$ cat src/rtl/conv_sched.sv
// Convolution tile sequencer: loads 64 weight bytes, streams 4-lane feature beats, waits for datapath completion.
// Latency: one cycle from feature acceptance to data_o/lane_valid; done one cycle after conv_done.
// Backpressure: w_ready/f_ready are asserted only in their load/stream phases; the datapath side has none.
module conv_sched #(
    parameter int PIX_W   = 16,
    parameter int TIMEOUT = 4096
) (
    input  logic             clk,
    input  logic             rst,
    input  logic             start,
    input  logic [PIX_W-1:0] pix_count,
    input  logic             w_valid,
    input  logic [7:0]       w_data,
    output logic             w_ready,
    input  logic             f_valid,
    input  logic [31:0]      f_data,
    output logic             f_ready,
    output logic [7:0]       data_o_1,
    output logic [7:0]       data_o_2,
    output logic [7:0]       data_o_3,
    output logic [7:0]       data_o_4,
    output logic [3:0]       lane_valid,
    output logic [511:0]     w_flat,
    input  logic             out_ready,
    output logic             bus_free,
    input  logic             conv_done,
    output logic             busy,
    output logic             done,
    output logic             err
);

    typedef enum logic [2:0] {
        S_IDLE,
        S_LOAD_W,
        S_STREAM,
        S_DRAIN,
        S_DONE
    } state_t;

    // One extra bit so the drain counter can hold TIMEOUT itself without wrapping.
    localparam int DW = $clog2(TIMEOUT + 1);

    state_t           state;
    state_t           state_nxt;
    logic [5:0]       w_cnt;
    logic [PIX_W-1:0] pix_cnt;
    logic [PIX_W-1:0] pix_lat;
    logic [DW-1:0]    drain_cnt;
    logic             w_acc;
    logic             f_acc;
    logic             w_last;
    logic             f_last;
    logic             drain_to;

    assign w_acc    = (state == S_LOAD_W) && w_valid;
    assign f_acc    = (state == S_STREAM) && f_valid;
    assign w_last   = w_acc && (w_cnt == 6'd63);
    assign f_last   = f_acc && (pix_cnt == pix_lat - PIX_W'(1));
    assign drain_to = (drain_cnt == DW'(TIMEOUT - 1));

    always_ff @(posedge clk or posedge rst) begin
        if (rst) begin
            state <= S_IDLE;
        end else begin
            state <= state_nxt;
        end
    end

    always_comb begin
        state_nxt = state;
        case (state)
            S_IDLE: begin
                if (start) begin
                    state_nxt = (pix_count == '0) ? S_DONE : S_LOAD_W;
                end
            end
            S_LOAD_W: begin
                if (w_last) begin
                    state_nxt = S_STREAM;
                end
            end
            S_STREAM: begin
                if (f_last) begin
                    state_nxt = S_DRAIN;
                end
            end
            S_DRAIN: begin
                if (conv_done || drain_to) begin
                    state_nxt = S_DONE;
                end
            end
            S_DONE:  state_nxt = S_IDLE;
            default: state_nxt = S_IDLE;
        endcase
    end

    always_comb begin
        w_ready = (state == S_LOAD_W);
        f_ready = (state == S_STREAM);
        busy    = (state != S_IDLE);
        done    = (state == S_DONE);
    end

    always_ff @(posedge clk or posedge rst) begin
        if (rst) begin
            w_cnt      <= '0;
            pix_cnt    <= '0;
            pix_lat    <= '0;
            drain_cnt  <= '0;
            w_flat     <= '0;
            data_o_1   <= '0;
            data_o_2   <= '0;
            data_o_3   <= '0;
            data_o_4   <= '0;
            lane_valid <= '0;
            bus_free   <= 1'b0;
            err        <= 1'b0;
        end else begin
            lane_valid <= '0;
            // Grant reflects the state being entered so it lines up with the cycle it is observed in.
            bus_free   <= out_ready && ((state_nxt == S_STREAM) || (state_nxt == S_DRAIN));
            case (state)
                S_IDLE: begin
                    if (start) begin
                        pix_lat <= pix_count;
                        err     <= 1'b0;
                        w_cnt   <= '0;
                    end
                end
                S_LOAD_W: begin
                    if (w_acc) begin
                        w_flat[{w_cnt, 3'b000} +: 8] <= w_data;
                        w_cnt <= w_cnt + 6'd1;
                        if (w_last) begin
                            pix_cnt <= '0;
                        end
                    end
                end
                S_STREAM: begin
                    if (f_acc) begin
                        data_o_1   <= f_data[31:24];
                        data_o_2   <= f_data[23:16];
                        data_o_3   <= f_data[15:8];
                        data_o_4   <= f_data[7:0];
                        lane_valid <= 4'hF;
                        pix_cnt    <= pix_cnt + PIX_W'(1);
                        if (f_last) begin
                            drain_cnt <= '0;
                        end
                    end
                end
                S_DRAIN: begin
                    drain_cnt <= drain_cnt + DW'(1);
                    // A completion arriving on the timeout cycle still counts as clean.
                    if (drain_to && !conv_done) begin
                        err <= 1'b1;
                    end
                end
                default: ;
            endcase
        end
    end

endmodule

$ cat config.mk
export PLATFORM = sky130hd
export DESIGN_NAME = conv_sched
export DESIGN_NICKNAME = d
export VERILOG_FILES = /design/src/rtl/conv_sched.sv
export SDC_FILE = /design/constraint.sdc
export NUM_CORES = 1
export LEC_CHECK = 0
export CAP_MARGIN = 5
export CORE_MARGIN = 2
export CORE_UTILIZATION = 40
export DETAILED_ROUTE_END_ITERATION = 10
export PLACE_DENSITY = 0.67
export SKIP_CTS_REPAIR_TIMING = 1
export SLEW_MARGIN = 20
export SYNTH_ARGS = -nofsm -noshare
export SYNTH_HDL_FRONTEND = slang
export SYNTH_SLANG_ARGS = --single-unit
$ cat constraint.sdc
create_clock -name clk -period 26.5 [get_ports clk]
set_input_delay 3.975 -clock clk [delete_from_list [all_inputs] [get_ports clk]]
set_output_delay 3.975 -clock clk [all_outputs]
set_load 0.005 [all_outputs]
# Word-level counts from Yosys, hierarchy flattened
# Index checks and enable logic that the tools add are counted.
classes:
  n_reduce_logical: 23
  add_sub_neg: 5
  eq_ne: 15
  n_shift: 2
  mux: 22
op_table:
  columns: ["cell", "count"]
  rows:
  - ["512-bit bitwise mux", 1]
  - ["8-bit by 11-bit variable shift with 512-bit output, first input constant", 1]
  - ["8-bit by 11-bit indexed part select with 512-bit output", 1]
  - ["16-bit two-way mux", 3]
  - ["16-bit case mux with 2 select lines", 1]
  - ["13-bit two-way mux", 2]
  - ["13-bit case mux with 2 select lines", 1]
  - ["16-bit by 1-bit adder with 16-bit output, second input constant", 1]
  - ["16-bit == test", 1]
  - ["16-bit zero test", 1]
  - ["16-bit by 1-bit subtractor with 16-bit output, second input constant", 1]
  - ["3-bit two-way mux", 5]
  - ["13-bit by 1-bit adder with 13-bit output, second input constant", 1]
  - ["13-bit by 12-bit == test with 1-bit output, second input constant", 1]
  - ["3-bit by 2-bit == test with 1-bit output, second input constant", 4]
  - ["6-bit two-way mux", 2]
  - ["3-bit case mux with 4 select lines", 1]
  - ["6-bit case mux with 2 select lines", 1]
  - ["9-bit negation with 11-bit output", 1]
  - ["3-bit AND reduction", 3]
  - ["4-bit two-way mux", 2]
  - ["2-bit by 1-bit inequality test with 1-bit output, second input constant", 4]
  - ["2-bit nonzero test", 4]
  - ["6-bit by 1-bit adder with 6-bit output, second input constant", 1]
  - ["other kinds (13)", 23]
totals:
  register_bits: 604
  output_inout_bits: 554

# Longest topological paths before layout
# Gate-level depths: netlist of run 1.
logic_depth:
  word_depth: 8
  ltp_mapped: 13
  depth_no_buf: 8

# Worst setup path before layout of run 1
# OpenSTA, ideal clock, no wires.
synth_timing:
  path_kind: "input to register"
  from: "input w_valid"
  to: "register w_flat[104]"
  slack_ns: 20.490
  setup_time_ns: 0.125
  arrival_time_ns: 5.886
  required_time_ns: 26.375
  path_stages: 7
  cell_sequence: "nor4bb_1 clkbuf_1 o221ai_1 or3_1 clkbuf_1 nor2_2 mux2_2"
synth_between:
  elab_chain_len: 2
synth_lines:
  columns: ["element", "line", "rtl"]
  rows:
  - ["start, declared", "12", "input logic w_valid,"]
  - ["1-bit logical AND", "55", "assign w_acc = (state == S_LOAD_W) && w_valid;"]
  - ["2-bit AND reduction (no source line)", null, null]
  - ["end signal, assigned by index", "132", "w_flat[{w_cnt, 3'b000} +: 8] <= w_data;"]
  - ["end, declared", "23", "output logic [511:0] w_flat,"]
# No other way between the ends.
# A chain may end at the register's enable or synchronous reset.

==> results.sh, run 1 <==
export IMPL_status="finished, final reports clean"
export IMPL_setup_viol=0
export IMPL_fin_nets=2584
export IMPL_max_vdd_ir_drop_mv=0.0646
export IMPL_die_area_sq_um=63200
export IMPL_wl_per_cell_microns=24.0
export IMPL_p_sw_mw=1.05
export IMPL_initial_utilization=0.405
export IMPL_track_usage=0.252
export IMPL_path_max_fanout=133
export IMPL_placementRows=90
export IMPL_hold_start="data_o_1[1]"
export IMPL_p_leak_nw=15.7
export IMPL_setup_tns_ns=0
export IMPL_die_x_microns=251
export IMPL_worstMarginPinSlew_ns=1.05
export IMPL_seqCellArea_sq_um=15000
export IMPL_grt_pass1_wl_mm=119
export IMPL_ys_async_sr_fraction=1.00
export IMPL_power_total_mw=3.26
export IMPL_cts_buffers=66
export IMPL_p_sw_frac=0.320
export IMPL_ys_seq_area_frac=0.614
export IMPL_die_height_microns=251
export IMPL_fillCellCount=4955
export IMPL_hold_violations=0
export IMPL_drt_pass1_iterations=5
export IMPL_end_kind="asynchronous set/reset pin"
export IMPL_place_congestion=0.846
export IMPL_synth_edf_count=0
export IMPL_skew_ns=0.0172
export IMPL_grt_max_degree=188
export IMPL_ys_warnings_count=0
export IMPL_maxSlewHeadroom=0.299
export IMPL_drv_cap=0
export IMPL_rsz0062_at_grt="no"
export IMPL_r2r_start="w_cnt[1]"
export IMPL_final_common_cell="clkdlybuf4s50_1"
export IMPL_drc=0
export IMPL_cts_tree="built"
export IMPL_ys_ff_latch=601
export IMPL_synth_nets=1973
export IMPL_startpoint="rst"
export IMPL_ant_nets=0
export IMPL_cts_buffer_depth=3
export IMPL_synthToLayoutAreaGrowth_pct=37.8
export IMPL_synth_top_cell_by_area="dfrtp_1"
export IMPL_finalMaxSlewViolations=0
export IMPL_clk_pin_slew_worst_paths_ns=0.06
export IMPL_holdCritPathClass="reg2reg"
export IMPL_io_pins=617
export IMPL_layout_common_cells="clkdlybuf4s50_1 (608), dfrtp_1 (600), mux2_2 (464)"
export IMPL_grt_overflow_total=0
export IMPL_finalCritPeriodShare=0.263
export IMPL_netlist_area_sq_um=24500
export IMPL_critical_path_class="in2async"
export IMPL_multi_input_area_sq_um=9030
export IMPL_vias=17500
export IMPL_power_frac_comb=0.321
export IMPL_cp_required_ns=27.13
export IMPL_coreArea_sq_um=60500
export IMPL_htree_levels=3
export IMPL_syn_area_per_cell_sq_um=12.9
export IMPL_stdcell_area_sq_um=33800
export IMPL_fin_crit_ns=6.98
export IMPL_via_per_inst=5.24
export IMPL_grt_pass1_vias=18400
export IMPL_clock_sinks=601
export IMPL_p_per_area_nw_per_um2=96.6
export IMPL_start_kind="input port"
export IMPL_synthFlopType="dfrtp_1"
export IMPL_n_antenna_cell=0
export IMPL_synth_area_leaders="dfrtp_1 (61%), mux2_2 (21%), nand2_1 (3.4%)"
export IMPL_fmax_ghz=0.143
export IMPL_clk_latency_ns=0.61
export IMPL_ys_types=56
export IMPL_postRouteWirelength_mm=80.2
export IMPL_drt_iter0_drc=1039
export IMPL_dp_hpwl_mm=56.6
export IMPL_critPathArrivalTime_ns=7.61
export IMPL_port_buffers=616
export IMPL_synth_top_cell_area_share=0.614
export IMPL_antenna_found_initial=1
export IMPL_place_area_sq_um=31400
export IMPL_clock_root_buffer="clkbuf_16"
export IMPL_p_clk_frac=0.294
export IMPL_syn_instance_count=1903
export IMPL_seqPwrFrac=0.384
export IMPL_intPower_mw=2.22
export IMPL_drive_gt1_frac=0.247
[critical path, cell delays in order]
cell and delay [ns]:
clkdlybuf4s50_1 0.50, inv_8 0.68, buf_4 0.44, buf_16 0.32, buf_4 0.77, buf_4 0.74
[Yosys cell counts (all sizes together) (2+ instances only)]
library cell	instances
nor4	11
a31oi	2
nand4	9
or3	4
nand3b	2
nor3b	6
mux2i	9
o31ai	4
a211oi	3
buf	20
a21oi	7
mux2	470
and2	6
xnor2	25
nand2	224
ha	7
nor4b	2
or4	3
nor2	155
or2	2
o21ai	44
clkbuf	76
and4	4
inv	23
nor3	44
dfrtp	601
nand2b	6
a2111oi	2
and3	8
nand3	78
o221ai	2
o2111ai	2
xor2	28
[metrics by stage]
stage               instances  utilization  hold WS [ns]  setup slack, ns
floorplan                1903            -         0.465             5.70
global placement         3226        0.520         0.460            18.62
detailed placement       3226        0.520         0.462            18.53
CTS                      3344        0.557         0.476            19.17
global route             3346        0.558         0.501            19.01
finish                   3346        0.558         0.473            19.52
[registers in the layout (all words and copies together) (netlist names)]
signal / count
state: 3
data_o_2: 8
pix_cnt: 16
data_o_4: 8
data_o_3: 8
pix_lat: 16
bus_free: 1
w_flat: 512
drain_cnt: 13
lane_valid: 1
err: 1
w_cnt: 6
data_o_1: 8
[layout make-up]
type | instances | share of cell area
inverters | 23 | 0.00278
repair buffers | 639 | 0.188
clock inverters | 26 | 0.0112
clock buffers | 92 | 0.0560
multi-input cells | 1183 | 0.268
well taps | 782 | 0.0290
flip-flops and latches | 601 | 0.445
[kinds of logic after synthesis]
kind of cell,synth area share
simple gates,0.106
buf+inv,0.0188
flops,0.614
compound gates,0.0191
mux,0.220
xor+xnor,0.0189
fa+ha+maj,0.00357
[final timing paths]
path                       slack, ns  depth (start not counted)       endpoint
max                            19.52                          6    w_flat[376]
min in group asynchronous       4.01                          2  lane_valid[2]
max in group clk               19.86                          7    w_flat[458]
min reg2reg                     0.47                          2    data_o_1[1]
max reg2reg                    22.10                          8    w_flat[215]
min                             0.47                          2    data_o_1[1]
[per-layer routing]
| metal | track usage | part of all wire |
|---|---|---|
| met1 | 0.308 | 0.40 |
| met4 | 0.116 | 0.047 |
| met5 | 0 | 0 |
| met3 | 0.0633 | 0.061 |
| met2 | 0.419 | 0.49 |
[power by group through the flow]
stage / clock, mW / combinational [mW] / sequential (mW)
after CTS: 0.978 / 1.05 / 1.25
final: 0.960 / 1.05 / 1.25
after detailed placement: 0 / 1.05 / 1.26
after floorplan: 0 / 0.455 / 1.25
after global placement: 0 / 1.03 / 1.26
after global routing: 1.02 / 1.12 / 1.28
(Power assumes the default switching activity.)
==> run 2: changes to the inputs <==
--- a/config.mk
+++ b/config.mk
@@ -9,7 +9,7 @@
 export CORE_MARGIN = 2
 export CORE_UTILIZATION = 40
 export DETAILED_ROUTE_END_ITERATION = 10
-export PLACE_DENSITY = 0.67
+export PLACE_DENSITY = 0.7
 export SKIP_CTS_REPAIR_TIMING = 1
 export SLEW_MARGIN = 20
 export SYNTH_ARGS = -nofsm -noshare
==> constraint.sdc (replaced) <==
create_clock -name clk -period 6.3 [get_ports clk]
set_input_delay 0.945 -clock clk [delete_from_list [all_inputs] [get_ports clk]]
set_output_delay 0.945 -clock clk [all_outputs]
set_load 0.005 [all_outputs]
==> results.sh, run 2 (synthesis gave the netlist of run 1 again) <==
export IMPL_highest_layer="met4"
export IMPL_setup_viol=0
export IMPL_start_kind="register"
export IMPL_clock_root_buffer="clkbuf_16"
export IMPL_path_max_fanout=51
export IMPL_seqCellArea_sq_um=15000
export IMPL_wl_per_cell_microns=24.1
export IMPL_hold_violations=0
export IMPL_antenna_found_initial=0
export IMPL_seqPwrFrac=0.386
export IMPL_placementRows=90
export IMPL_final_common_cell="clkdlybuf4s50_1"
export IMPL_cts_buffers=68
export IMPL_drive_gt1_frac=0.246
export IMPL_grt_overflow_total=0
export IMPL_drc=0
export IMPL_top_register="w_flat"
export IMPL_track_usage=0.254
export IMPL_grt_pass1_wl_mm=120
export IMPL_clk_latency_ns=0.63
export IMPL_p_sw_mw=4.45
export IMPL_ant_nets=0
export IMPL_p_sw_frac=0.323
export IMPL_place_congestion=0.877
export IMPL_initial_utilization=0.405
export IMPL_largest_reg_flops=512
export IMPL_worstMarginPinSlew_ns=1.13
export IMPL_grt_pass1_vias=18500
export IMPL_vias=17700
export IMPL_fmax_ghz=0.205
export IMPL_port_buffers=616
export IMPL_reg_top3="w_flat: 512 flops, pix_cnt: 16 flops, pix_lat: 16 flops"
export IMPL_finalMaxSlewViolations=0
export IMPL_layout_common_cells="clkdlybuf4s50_1 (608), dfrtp_1 (600), mux2_2 (464)"
export IMPL_maxSlewHeadroom=0.247
export IMPL_p_per_area_nw_per_um2=407
export IMPL_final_util=0.559
export IMPL_r2r_start="w_cnt[0]"
export IMPL_cts_tree="built"
export IMPL_end_kind="register"
export IMPL_dp_hpwl_mm=57.5
export IMPL_drt_pass1_iterations=5
export IMPL_routed_wl_met3_mm=4.84
export IMPL_wl_met1_mm=32.8
export IMPL_startpoint="w_cnt[0]"
export IMPL_hold_start="data_o_2[0]"
export IMPL_multi_input_area_sq_um=9020
export IMPL_cts_buffer_depth=3
export IMPL_critPathArrivalTime_ns=5.37
export IMPL_holdCritPathClass="reg2reg"
export IMPL_postRouteWirelength_mm=80.8
export IMPL_via_per_inst=5.27
export IMPL_skew_ns=0.0289
export IMPL_fillCellCount=4928
export IMPL_critical_path_class="reg2reg"
export IMPL_io_pins=617
export IMPL_max_vdd_ir_drop_mv=0.329
export IMPL_die_area_sq_um=63200
export IMPL_power_frac_comb=0.318
export IMPL_fin_crit_ns=4.87
export IMPL_drv_cap=0
export IMPL_clock_sinks=601
export IMPL_intPower_mw=9.31
export IMPL_routed_wl_met2_mm=39.9
export IMPL_finalCritPeriodShare=0.773
export IMPL_drt_iter0_drc=1035
export IMPL_cp_required_ns=6.80
export IMPL_p_clk_frac=0.296
export IMPL_power_total_mw=13.8
export IMPL_grt_max_degree=162
export IMPL_synthToLayoutAreaGrowth_pct=37.9
export IMPL_htree_levels=3
export IMPL_rsz0062_at_grt="no"
export IMPL_p_leak_nw=15.7
export IMPL_fin_nets=2585
export IMPL_status="finished, final reports clean"
export IMPL_n_antenna_cell=0
export IMPL_die_height_microns=251
export IMPL_die_x_microns=251
export IMPL_clk_pin_slew_worst_paths_ns=0.06
export IMPL_coreArea_sq_um=60500
[run 2: changes by cell type in the layout (fill, tap and decap cells not counted), sizes merged]
| cell | previous run | this run |
|---|---|---|
| clkbuf | 92 | 105 |
| bufinv | 8 | 4 |
| inv | 27 | 24 |
| clkinv | 10 | 12 |
| clkinvlp | 4 | 2 |
| buf | 31 | 30 |
[run 2: path summary, 6_finish.rpt]
check / slack, ns / to / cells past startpoint
max: 1.43 / w_flat[99] / 7
min: 0.47 / data_o_2[0] / 2
max reg2reg: 1.43 / w_flat[99] / 7
min reg2reg: 0.47 / data_o_2[0] / 2
max in group asynchronous: 4.07 / w_flat[43] / 3
min in group asynchronous: 0.80 / w_flat[337] / 2
[run 2: power groups by stage]
stage / registers, mW / logic (mW) / clock network [mW]
floorplan: 5.25 / 1.91 / 0
global placement: 5.32 / 4.33 / 0
detailed placement: 5.35 / 4.38 / 0
CTS: 5.31 / 4.41 / 4.16
global route: 5.42 / 4.68 / 4.31
finish: 5.31 / 4.37 / 4.07
[run 2: layer usage]
layer  global-route usage  up-vias
met5                    0        -
met2                0.423      527
li1                     -     7813
met4               0.0983        0
met1                0.317     9163
met3               0.0644      156
[run 2: critical path: stages, from the launching register on]
cell	delay (ns)
dfrtp_2	0.97
inv_1	0.18
ha_1	0.35
xnor2_1	0.90
nand2b_1	0.56
nor3_1	0.82
nand2_1	0.53
mux2_2	0.42
[run 2: stage by stage]
stage / setup TNS [ns] / instance area (sq um) / hold slack [ns] / setup WS [ns] / instances
2_1_floorplan: -1708.17 / 24500 / 0.465 / -2.84 / 1903
3_3_place_gp: 0 / 31500 / 0.459 / 1.41 / 3227
3_5_place_dp: 0 / 31500 / 0.462 / 1.42 / 3227
4_1_cts: 0 / 33800 / 0.476 / 1.41 / 3351
5_1_grt: 0 / 33800 / 0.499 / 1.25 / 3351
6_report: 0 / 33800 / 0.470 / 1.43 / 3351
[run 2: cell type report]
type,count,area share
flip-flops and latches,601,0.445
multi-input cells,1183,0.267
repair buffers,638,0.187
clock buffers,105,0.0607
well taps,782,0.0290
clock inverters,19,0.00818
inverters,23,0.00267
==> run 3: changes to the inputs <==
==> constraint.sdc (replaced) <==
create_clock -name clk -period 4.03 [get_ports clk]
set_input_delay 0.6045 -clock clk [delete_from_list [all_inputs] [get_ports clk]]
set_output_delay 0.6045 -clock clk [all_outputs]
set_load 0.005 [all_outputs]
==> results.sh, run 3 (synthesis gave the netlist of run 1 again) <==
export IMPL_cts_tree="built"
export IMPL_cts_buffers=68
export IMPL_setup_tns_ns=0
export IMPL_status="finished, final reports clean"
export IMPL_highest_layer="met4"
export IMPL_largest_reg_flops=512
export IMPL_dp_hpwl_mm=60.5
export IMPL_vias=17900
export IMPL_place_area_sq_um=31900
export IMPL_routed_wl_met3_mm=5.50
export IMPL_setup_viol=0
export IMPL_skew_ns=0.0198
export IMPL_finalCritPeriodShare=0.881
export IMPL_io_pins=617
export IMPL_routed_wl_met2_mm=40.8
export IMPL_clock_root_buffer="clkbuf_16"
export IMPL_cp_slowest_cell="nor3_2"
export IMPL_p_leak_nw=16.0
export IMPL_hold_violations=0
export IMPL_start_kind="register"
export IMPL_max_vdd_ir_drop_mv=0.450
export IMPL_drv_cap=0
export IMPL_ant_nets=0
export IMPL_grt_pass1_wl_mm=123
export IMPL_cts_buffer_depth=3
export IMPL_stdcell_area_sq_um=34300
export IMPL_fmax_ghz=0.282
export IMPL_path_cells="inv_1, ha_1, nor3b_1, xor2_1, nand3_1, nor3_2, mux2_2"
export IMPL_final_util=0.567
export IMPL_clock_sinks=601
export IMPL_port_buffers=616
export IMPL_top_register="w_flat"
export IMPL_rsz0062_at_grt="no"
export IMPL_path_max_fanout=11
export IMPL_critical_path_class="reg2reg"
export IMPL_worstMarginPinSlew_ns=0.959
export IMPL_grt_max_degree=106
export IMPL_final_common_cell="clkdlybuf4s50_1"
export IMPL_synthToLayoutAreaGrowth_pct=39.9
export IMPL_place_congestion=0.864
export IMPL_grt_overflow_total=0
export IMPL_grt_pass1_vias=18900
export IMPL_reg_top3="w_flat: 512 flops, pix_cnt: 16 flops, pix_lat: 16 flops"
export IMPL_power_total_mw=21.8
export IMPL_clk_pin_slew_worst_paths_ns=0.06
export IMPL_layout_common_cells="clkdlybuf4s50_1 (608), dfrtp_1 (600), mux2_2 (464)"
export IMPL_wl_met1_mm=32.5
export IMPL_track_usage=0.259
export IMPL_die_area_sq_um=63200
export IMPL_postRouteWirelength_mm=82.3
export IMPL_die_height_microns=251
export IMPL_end_kind="register"
export IMPL_fin_crit_ns=3.55
export IMPL_drive_gt1_frac=0.263
export IMPL_fin_nets=2634
export IMPL_antenna_found_initial=1
export IMPL_maxSlewHeadroom=0.356
export IMPL_p_per_area_nw_per_um2=636
export IMPL_critPathArrivalTime_ns=4.02
export IMPL_placementRows=90
export IMPL_clk_latency_ns=0.60
export IMPL_initial_utilization=0.405
export IMPL_drc=0
export IMPL_drt_pass1_iterations=5
export IMPL_wl_per_cell_microns=24.2
export IMPL_via_per_inst=5.26
export IMPL_cp_required_ns=4.50
export IMPL_drt_iter0_drc=1184
export IMPL_holdCritPathClass="in2async"
export IMPL_htree_levels=3
export IMPL_finalMaxSlewViolations=0
export IMPL_coreArea_sq_um=60500
export IMPL_max_stage_delay_ns=0.67
export IMPL_die_x_microns=251
[run 3: layout make-up]
cell class | count | area (sq um)
Antenna cell | 4 | 10.0
Clock buffer | 97 | 2020
Clock inverter | 28 | 380
Fill cell | 4884 | 26200
Inverter | 23 | 90.1
Multi-Input combinational cell | 1183 | 9010
Sequential cell | 601 | 15000
Tap cell | 782 | 978
Timing Repair Buffer | 687 | 6750
[run 3: worst paths after layout]
kind | depth (start not counted) | end | slack [ns] | start
setup reg to reg | 7 | w_flat[189] | 0.48 | w_cnt[1]
hold reg to reg | 2 | data_o_3[4] | 0.47 | data_o_3[4]
setup / recovery | 7 | w_flat[189] | 0.48 | w_cnt[1]
hold / removal | 2 | w_flat[356] | 0.44 | rst
max in group asynchronous | 4 | w_flat[286] | 2.58 | rst
min in group clk | 3 | w_flat[494] | 0.44 | w_data[6]
[run 3: through the flow]
stage	hold slack, ns	worst slack [ns]	cells
global placement	0.458	0.500	3276
CTS	0.402	0.474	3401
finish	0.442	0.478	3405
floorplan	0.465	-4.77	1903
detailed placement	0.466	0.487	3276
global route	0.436	0.270	3402
[run 3: per-layer routing]
| layer | up-vias | GRT usage |
|---|---|---|
| met1 | 9274 | 0.318 |
| met2 | 583 | 0.436 |
| li1 | 7900 | - |
| met5 | - | 0 |
| met4 | 0 | 0.107 |
| met3 | 163 | 0.0683 |
[run 3: worst max-delay path, delay by kind of cell (launching register included)]
family / cells / cell delay (ns)
xor+xnor: 1 / 0.50
buf+inv: 1 / 0.16
flops: 1 / 0.50
simple gates: 3 / 1.54
fa+ha+maj: 1 / 0.30
mux: 1 / 0.41
[run 3: report_power, final]
part | internal (mW) | total (mW) | switching, mW
clock network | 3.93 | 6.53 | 2.60
logic | 3.51 | 6.98 | 3.47
registers | 7.33 | 8.29 | 0.960
